File: src/rtl/serial_msg_bridge.sv
// UART bridge: 32-bit words from a message source go out as 4 8N1 bytes (LSB byte first);
// 4 received bytes are assembled into a word and offered to a sink through a one-entry holding register.
module serial_msg_bridge #(
  parameter int CLKS_PER_BIT = 868
) (
  input  logic        sys_clk_pin,
  input  logic        sys_rst_pin,
  input  logic        uart_rx_pin,
  output logic        uart_tx_pin,
  input  logic [31:0] msg_out_get_data,
  input  logic        RDY_msg_out_get,
  output logic        EN_msg_out_get,
  output logic [31:0] msg_in_put_data,
  input  logic        RDY_msg_in_put,
  output logic        EN_msg_in_put,
  output logic        rx_frame_err,
  output logic        rx_overrun
);

  typedef enum logic [1:0] {S_IDLE, S_START, S_DATA, S_STOP} state_t;

  localparam logic [15:0] BIT_LAST  = 16'(CLKS_PER_BIT - 1);
  localparam logic [15:0] HALF_LAST = 16'(CLKS_PER_BIT / 2 - 1);

  // ---------------- transmit path ----------------
  state_t      tx_state_reg, tx_state_next;
  logic [15:0] tx_cnt_reg, tx_cnt_next;
  logic [2:0]  tx_bit_reg, tx_bit_next;
  logic [1:0]  tx_byte_reg, tx_byte_next;
  logic [31:0] tx_shift_reg, tx_shift_next;
  logic        tx_line_reg, tx_line_next;
  logic        tx_take;

  always_ff @(posedge sys_clk_pin or posedge sys_rst_pin) begin
    if (sys_rst_pin) begin
      tx_state_reg <= S_IDLE;
      tx_cnt_reg   <= '0;
      tx_bit_reg   <= '0;
      tx_byte_reg  <= '0;
      tx_shift_reg <= '0;
      tx_line_reg  <= 1'b1;
    end else begin
      tx_state_reg <= tx_state_next;
      tx_cnt_reg   <= tx_cnt_next;
      tx_bit_reg   <= tx_bit_next;
      tx_byte_reg  <= tx_byte_next;
      tx_shift_reg <= tx_shift_next;
      tx_line_reg  <= tx_line_next;
    end
  end

  // The line value for each bit is loaded on the edge that enters that bit, so every bit lasts exactly CLKS_PER_BIT.
  always_comb begin
    tx_state_next = tx_state_reg;
    tx_cnt_next   = tx_cnt_reg;
    tx_bit_next   = tx_bit_reg;
    tx_byte_next  = tx_byte_reg;
    tx_shift_next = tx_shift_reg;
    tx_line_next  = tx_line_reg;
    tx_take       = 1'b0;
    case (tx_state_reg)
      S_IDLE: begin
        tx_line_next = 1'b1;
        if (RDY_msg_out_get) begin
          tx_take       = 1'b1;
          tx_shift_next = msg_out_get_data;
          tx_line_next  = 1'b0;
          tx_cnt_next   = '0;
          tx_bit_next   = '0;
          tx_byte_next  = '0;
          tx_state_next = S_START;
        end
      end
      S_START: begin
        if (tx_cnt_reg == BIT_LAST) begin
          tx_cnt_next   = '0;
          tx_line_next  = tx_shift_reg[0];
          tx_state_next = S_DATA;
        end else begin
          tx_cnt_next = tx_cnt_reg + 16'd1;
        end
      end
      S_DATA: begin
        if (tx_cnt_reg == BIT_LAST) begin
          tx_cnt_next   = '0;
          tx_shift_next = {1'b0, tx_shift_reg[31:1]};
          tx_bit_next   = tx_bit_reg + 3'd1;
          if (tx_bit_reg == 3'd7) begin
            tx_line_next  = 1'b1;
            tx_state_next = S_STOP;
          end else begin
            tx_line_next = tx_shift_reg[1];
          end
        end else begin
          tx_cnt_next = tx_cnt_reg + 16'd1;
        end
      end
      S_STOP: begin
        if (tx_cnt_reg == BIT_LAST) begin
          tx_cnt_next = '0;
          if (tx_byte_reg == 2'd3) begin
            tx_state_next = S_IDLE;
          end else begin
            tx_byte_next  = tx_byte_reg + 2'd1;
            tx_line_next  = 1'b0;
            tx_state_next = S_START;
          end
        end else begin
          tx_cnt_next = tx_cnt_reg + 16'd1;
        end
      end
      default: tx_state_next = S_IDLE;
    endcase
  end

  // The handshake is combinational on RDY, so reset must mask it directly.
  assign EN_msg_out_get = tx_take & ~sys_rst_pin;
  assign uart_tx_pin    = tx_line_reg;

  // ---------------- receive path ----------------
  logic        rx_meta_reg, rx_sync_reg, rx_prev_reg;
  state_t      rx_state_reg, rx_state_next;
  logic [15:0] rx_cnt_reg, rx_cnt_next;
  logic [2:0]  rx_bit_reg, rx_bit_next;
  logic [1:0]  rx_byte_cnt_reg, rx_byte_cnt_next;
  logic [7:0]  rx_shift_reg, rx_shift_next;
  logic [31:0] rx_word_reg, rx_word_next, rx_word_asm;
  logic        rx_pending_reg, rx_pending_next;
  logic [31:0] rx_hold_reg, rx_hold_next;
  logic        rx_frame_err_reg, rx_frame_err_next;
  logic        rx_overrun_reg, rx_overrun_next;
  logic        rx_deliver;

  always_ff @(posedge sys_clk_pin or posedge sys_rst_pin) begin
    if (sys_rst_pin) begin
      rx_meta_reg      <= 1'b1;
      rx_sync_reg      <= 1'b1;
      rx_prev_reg      <= 1'b1;
      rx_state_reg     <= S_IDLE;
      rx_cnt_reg       <= '0;
      rx_bit_reg       <= '0;
      rx_byte_cnt_reg  <= '0;
      rx_shift_reg     <= '0;
      rx_word_reg      <= '0;
      rx_pending_reg   <= 1'b0;
      rx_hold_reg      <= '0;
      rx_frame_err_reg <= 1'b0;
      rx_overrun_reg   <= 1'b0;
    end else begin
      rx_meta_reg      <= uart_rx_pin;
      rx_sync_reg      <= rx_meta_reg;
      rx_prev_reg      <= rx_sync_reg;
      rx_state_reg     <= rx_state_next;
      rx_cnt_reg       <= rx_cnt_next;
      rx_bit_reg       <= rx_bit_next;
      rx_byte_cnt_reg  <= rx_byte_cnt_next;
      rx_shift_reg     <= rx_shift_next;
      rx_word_reg      <= rx_word_next;
      rx_pending_reg   <= rx_pending_next;
      rx_hold_reg      <= rx_hold_next;
      rx_frame_err_reg <= rx_frame_err_next;
      rx_overrun_reg   <= rx_overrun_next;
    end
  end

  assign rx_deliver = rx_pending_reg & RDY_msg_in_put;

  always_comb begin
    rx_state_next     = rx_state_reg;
    rx_cnt_next       = rx_cnt_reg;
    rx_bit_next       = rx_bit_reg;
    rx_byte_cnt_next  = rx_byte_cnt_reg;
    rx_shift_next     = rx_shift_reg;
    rx_word_next      = rx_word_reg;
    rx_hold_next      = rx_hold_reg;
    rx_pending_next   = rx_pending_reg & ~rx_deliver;
    rx_frame_err_next = 1'b0;
    rx_overrun_next   = 1'b0;
    rx_word_asm       = rx_word_reg;
    rx_word_asm[{rx_byte_cnt_reg, 3'b000} +: 8] = rx_shift_reg;
    case (rx_state_reg)
      S_IDLE: begin
        if (rx_prev_reg & ~rx_sync_reg) begin
          rx_cnt_next   = '0;
          rx_state_next = S_START;
        end
      end
      S_START: begin
        if (rx_cnt_reg == HALF_LAST) begin
          rx_cnt_next   = '0;
          rx_bit_next   = '0;
          rx_state_next = rx_sync_reg ? S_IDLE : S_DATA;
        end else begin
          rx_cnt_next = rx_cnt_reg + 16'd1;
        end
      end
      S_DATA: begin
        if (rx_cnt_reg == BIT_LAST) begin
          rx_cnt_next   = '0;
          rx_shift_next = {rx_sync_reg, rx_shift_reg[7:1]};
          rx_bit_next   = rx_bit_reg + 3'd1;
          if (rx_bit_reg == 3'd7) rx_state_next = S_STOP;
        end else begin
          rx_cnt_next = rx_cnt_reg + 16'd1;
        end
      end
      S_STOP: begin
        // Leaving at the stop centre gives half a bit of margin to catch the next start edge.
        if (rx_cnt_reg == BIT_LAST) begin
          rx_cnt_next   = '0;
          rx_state_next = S_IDLE;
          if (rx_sync_reg) begin
            rx_word_next     = rx_word_asm;
            rx_byte_cnt_next = rx_byte_cnt_reg + 2'd1;
            if (rx_byte_cnt_reg == 2'd3) begin
              if (rx_pending_reg & ~rx_deliver) begin
                rx_overrun_next = 1'b1;
              end else begin
                rx_hold_next    = rx_word_asm;
                rx_pending_next = 1'b1;
              end
            end
          end else begin
            rx_byte_cnt_next  = '0;
            rx_frame_err_next = 1'b1;
          end
        end else begin
          rx_cnt_next = rx_cnt_reg + 16'd1;
        end
      end
      default: rx_state_next = S_IDLE;
    endcase
  end

  assign EN_msg_in_put   = rx_deliver;
  assign msg_in_put_data = rx_hold_reg;
  assign rx_frame_err    = rx_frame_err_reg;
  assign rx_overrun      = rx_overrun_reg;

endmodule
File: config.mk
export PLATFORM = sky130hd
export DESIGN_NAME = serial_msg_bridge
export DESIGN_NICKNAME = d
export VERILOG_FILES = /design/src/rtl/serial_msg_bridge.sv
export SDC_FILE = /design/constraint.sdc
export NUM_CORES = 1
export LEC_CHECK = 0
export BUFFER_PORTS_ARGS = -buffer_cell sky130_fd_sc_hd__clkbuf_2
export CORE_MARGIN = 2
export CORE_UTILIZATION = 26
export DETAILED_ROUTE_END_ITERATION = 10
export GPL_TIMING_DRIVEN = 0
export PLACE_DENSITY_LB_ADDON = 0.25
export SLEW_MARGIN = 10
export SYNTH_ARGS = -nofsm -noshare
export SYNTH_HDL_FRONTEND = slang
export SYNTH_SLANG_ARGS = --single-unit
File: constraint.sdc
create_clock -name sys_clk_pin -period 7.5 [get_ports sys_clk_pin]
set_clock_uncertainty 0.15 [all_clocks]
set_input_delay 0.375 -clock sys_clk_pin [delete_from_list [all_inputs] [get_ports sys_clk_pin]]
set_output_delay 0.375 -clock sys_clk_pin [all_outputs]
set_load 0.01 [all_outputs]
==> impl_summary.md <==
Yosys
Of the synthesized area, sequential elements account for 51.9%. The post-synth net total is approximately 800. Yosys printed 0 warnings. The post-synthesis cell type with the largest combined area is dfrtp_1. The summed instance area of the synthesized netlist is 0.00758 mm2. The synthesized design contains 0 enable-type register cells. In the synthesized netlist the dominant register cell turns out to be dfrtp_1. The number of synthesized register bits is roughly 160.

The fraction of post-synthesis cell area in the top cell type by area is 50.5%. By area the synthesized netlist is led by dfrtp_1 (50%), a21oi_1 (5.1%), mux2i_1 (4.8%), a22o_1 (4.5%), nor2_1 (4.1%). The netlist uses 57 different library cells.

For this run, asynchronously set or reset flops after synthesis account for 100%. The post-synthesis instance total is 750. The average instance area after synthesis is 10.1 um2.

Power and ir drop
In this run the static leakage power is 0.00434 uW. The worst voltage drop across the vdd grid is 0.152 mV. In this run the power density over the cells is 206 mW/mm2.

GRT
Global routing consumed, over all layers together, 12.3% of the routing resources. The number of antenna violations at the first check in global routing is 0. The first global-routing pass estimated 30200 um of wire. The maximum number of pins on one net before global-route repair is 97. Global routing finished with a remaining overflow of 0. The via count of the first global-routing pass is 5655.

Worst setup path
Along the worst path, the maximum fanout reaches 10. The worst path required time is approximately 7.7 ns. The worst register-to-register path ends at msg_in_put_data[3].

The critical path capture point type is a register. The startpoint-to-endpoint class of the critical path is reg -> reg. The data arrival time of the critical path is about 3.1 ns. Across all register-to-register paths, the minimum setup slack is around 4.6 ns. The launching element type of the critical path is a register. The worst register-to-register path has a depth of 7. The worst setup path startpoint is rx_cnt_reg[2]. The launching point of the worst reg2reg path is rx_cnt_reg[2].

Timing
The transition time of the tightest slew-check pin is ~1.1 ns. Setup repair after global routing left no endpoint under its margin. The number of slew-limit violations in the final report was 0.

Setup violations remaining at the end of the flow were counted as 0. The worst path uses 38.9% of the clock period. The final period demand of the worst path is 2.91 ns.

The headroom to the max-slew limit is 24.9%. Once routing completed, OpenROAD measured the worst setup slack at 4.59 ns. Timing would allow up to 343 MHz. The setup total negative slack is 0 ns. The final-report hold violation count is 0.

Detailed routing
The total wire length is 18000 um. The routed length on met3 is 438 um. The remaining antenna violation count is 0. The length of the first detailed-routing pass in iterations is 4. For this block, the initial DRC count from the detailed router was 347. The met2 wirelength from detailed routing is ~8300 um. The wire length on met1 is 8940 um. In the routed design, unresolved DRC markers number 0. After detailed routing, the average wire length per cell comes to 14.5 um.

The final route contains 5744 vias. Routed signal wires occupy layers up through met4. Using the TritonRoute via totals, the vias-per-cell ratio works out to 4.63.

Clock network
The CTS root buffer is clkbuf_16. The clock tree from TritonCTS is done. The H-tree was split into 4 levels. After clock tree synthesis, the setup repair step added 0 buffers.

The TritonCTS sink count is 157. No sink is reached through more buffers than the 2 on the longest clock path. The clock transition time at the flip-flop clock pins of the worst setup and hold paths is 0.07 ns.

The CTS buffer count is 17. In this run, post-CTS repair resized a total of 0 instances. The source-to-sink clock delay at the later pin of the worst-skew pair is 0.42 ns.

Run status
The run finished with clean final reports.

Die
The region available for standard cell placement spans 0.0287 mm2. The effective utilization at floorplan is 26.4%. The die is 175 um wide. The number of standard-cell rows in the floorplan is 62.

The number of ports placed on the die boundary is 74. The die footprint is 0.0305 mm2. The height of the chip is 175 um.

Worst hold path
The worst hold path begins at msg_out_get_data[31]. The worst hold path passes through 3 cells. The min-delay analysis places its worst path in the category in -> reg. The worst hold path terminates at tx_shift_reg[31].

Layout
The proportion of layout cells with a drive suffix above 1 is roughly 16%. The number of antenna cells inserted is 0. The number of nets at the end of the flow is 900. The area growth from synthesis to layout is 19.6%.

Job
The max-capacitance violation count is 0.

Place
The count of input and output buffers is 73. The total half-perimeter wirelength after legalization and detailed placement is 12100 um. The final weighted congestion in routability-driven placement is 0.719. Timing analysis after detailed placement gives a worst setup slack of 4.61 ns.
cell usage after synthesis (2+ instances only):
cell type / number
nand2_1: 42
buf_4: 6
mux2_2: 8
and2_1: 6
or3_1: 3
nor2b_1: 33
nor4bb_1: 3
xor2_1: 3
o21a_1: 3
buf_2: 8
a31oi_1: 6
o21ai_1: 6
or4_1: 2
a22o_1: 39
nand3_1: 19
mux2_1: 2
o211ai_1: 2
a21o_1: 33
a21oi_1: 77
xnor2_1: 6
o2bb2ai_1: 2
o21ai_0: 32
nor3_2: 2
mux2i_1: 36
dfstp_2: 4
and3_1: 6
nand4_1: 9
and4_1: 5
ha_1: 18
and4b_1: 2
inv_1: 24
nand2b_1: 3
dfrtp_1: 153
nor4_1: 4
a41oi_1: 4
buf_1: 8
nor3_1: 8
nor2_1: 83
clkbuf_1: 22
stage by stage:
stage	util, %	power, uW	hold WS (ns)	area [um2]	std cells
6_report	31.6	1870	0.0554	9070	1240
5_1_grt	31.6	1950	0.0502	9070	1240
4_1_cts	31.6	1890	0.0383	9070	1240
3_5_place_dp	29.5	1030	0.198	8470	1208
3_3_place_gp	29.4	1020	0.197	8430	1207
2_1_floorplan	-	987	0.195	7580	750
worst max-delay path by stage:
stage,end,slack [ns],depth (start not counted)
floorplan,asynchronous set/reset pin,2.75,1
CTS,msg_in_put_data[4],4.58,7
detailed placement,msg_in_put_data[4],4.61,7
finish,msg_in_put_data[3],4.59,7
global route,msg_in_put_data[7],4.35,7
global placement,msg_in_put_data[19],0.50,2
report_power, final:
| part | leakage [uW] | switching [uW] | internal (uW) |
|---|---|---|---|
| logic | 0.00198 | 71.3 | 47.7 |
| clock network | 0.000275 | 359 | 498 |
| registers | 0.00208 | 22.1 | 869 |
worst max-delay path: stages, from the launching register on:
cell and delay (ns):
dfrtp_1 0.35, clkbuf_1 0.18, nor4_1 0.70, and4_1 0.35, nand4_1 0.42, clkbuf_1 0.40, nor2_1 0.21, a21o_1 0.10
final cells by class:
type	instances	area [um2]
inverter	24	97.6
sequential	157	3930
timing repair buffer	76	413
clock buffer	18	439
buffer	44	198
tap	384	480
fill	3001	19600
clock inverter	12	140
multi-input combinational	525	3370
placed cells by master, fill, tap and decap left out, types with 4 or more instances in the layout:
cell / synthesis / routed
nor4_1: 4 / 4
ha_1: 18 / 18
buf_4: 6 / 6
a21o_1: 33 / 33
a41oi_1: 4 / 4
nand4_1: 9 / 9
nand2_1: 42 / 42
a31oi_1: 6 / 6
xnor2_1: 6 / 6
dfstp_2: 4 / 4
a21oi_1: 77 / 77
mux2i_1: 36 / 36
buf_1: 8 / 8
mux2_2: 8 / 8
o21ai_0: 32 / 31
clkbuf_16: 0 / 17
and3_1: 6 / 6
clkbuf_1: 22 / 22
nor2_1: 83 / 83
a22o_1: 39 / 39
clkbuf_2: 0 / 73
clkinv_4: 0 / 4
nor3_1: 8 / 8
nand3_1: 19 / 19
o21ai_1: 6 / 7
dfrtp_1: 153 / 153
buf_2: 8 / 8
and4_1: 5 / 5
and2_1: 6 / 6
nor2b_1: 33 / 33
inv_1: 24 / 23
what timing repair did:
action                     in CTS  in global routing
hold buffers                    2                  0
hold endpoints to repair       58                  0
setup endpoints to repair       0                  0
kinds of logic after synthesis:
| logic type | share of synthesized area [%] |
|---|---|
| buffers and inverters | 3.80 |
| and+or+nand+nor | 16.2 |
| xor gates and xnor gates | 1.04 |
| DFF | 51.9 |
| AOI/OAI and AO/OA | 17.9 |
| adders and majority gates | 2.97 |
| muxes | 6.24 |
per-layer routing:
| metal | vias up | GRT usage, % |
|---|---|---|
| li1 | 2846 | - |
| met3 | 15 | 2.11 |
| met5 | - | 0 |
| met1 | 2823 | 17.5 |
| met2 | 60 | 18.9 |
| met4 | 0 | 4.06 |
Note: power is estimated with default switching activity, not from simulation.
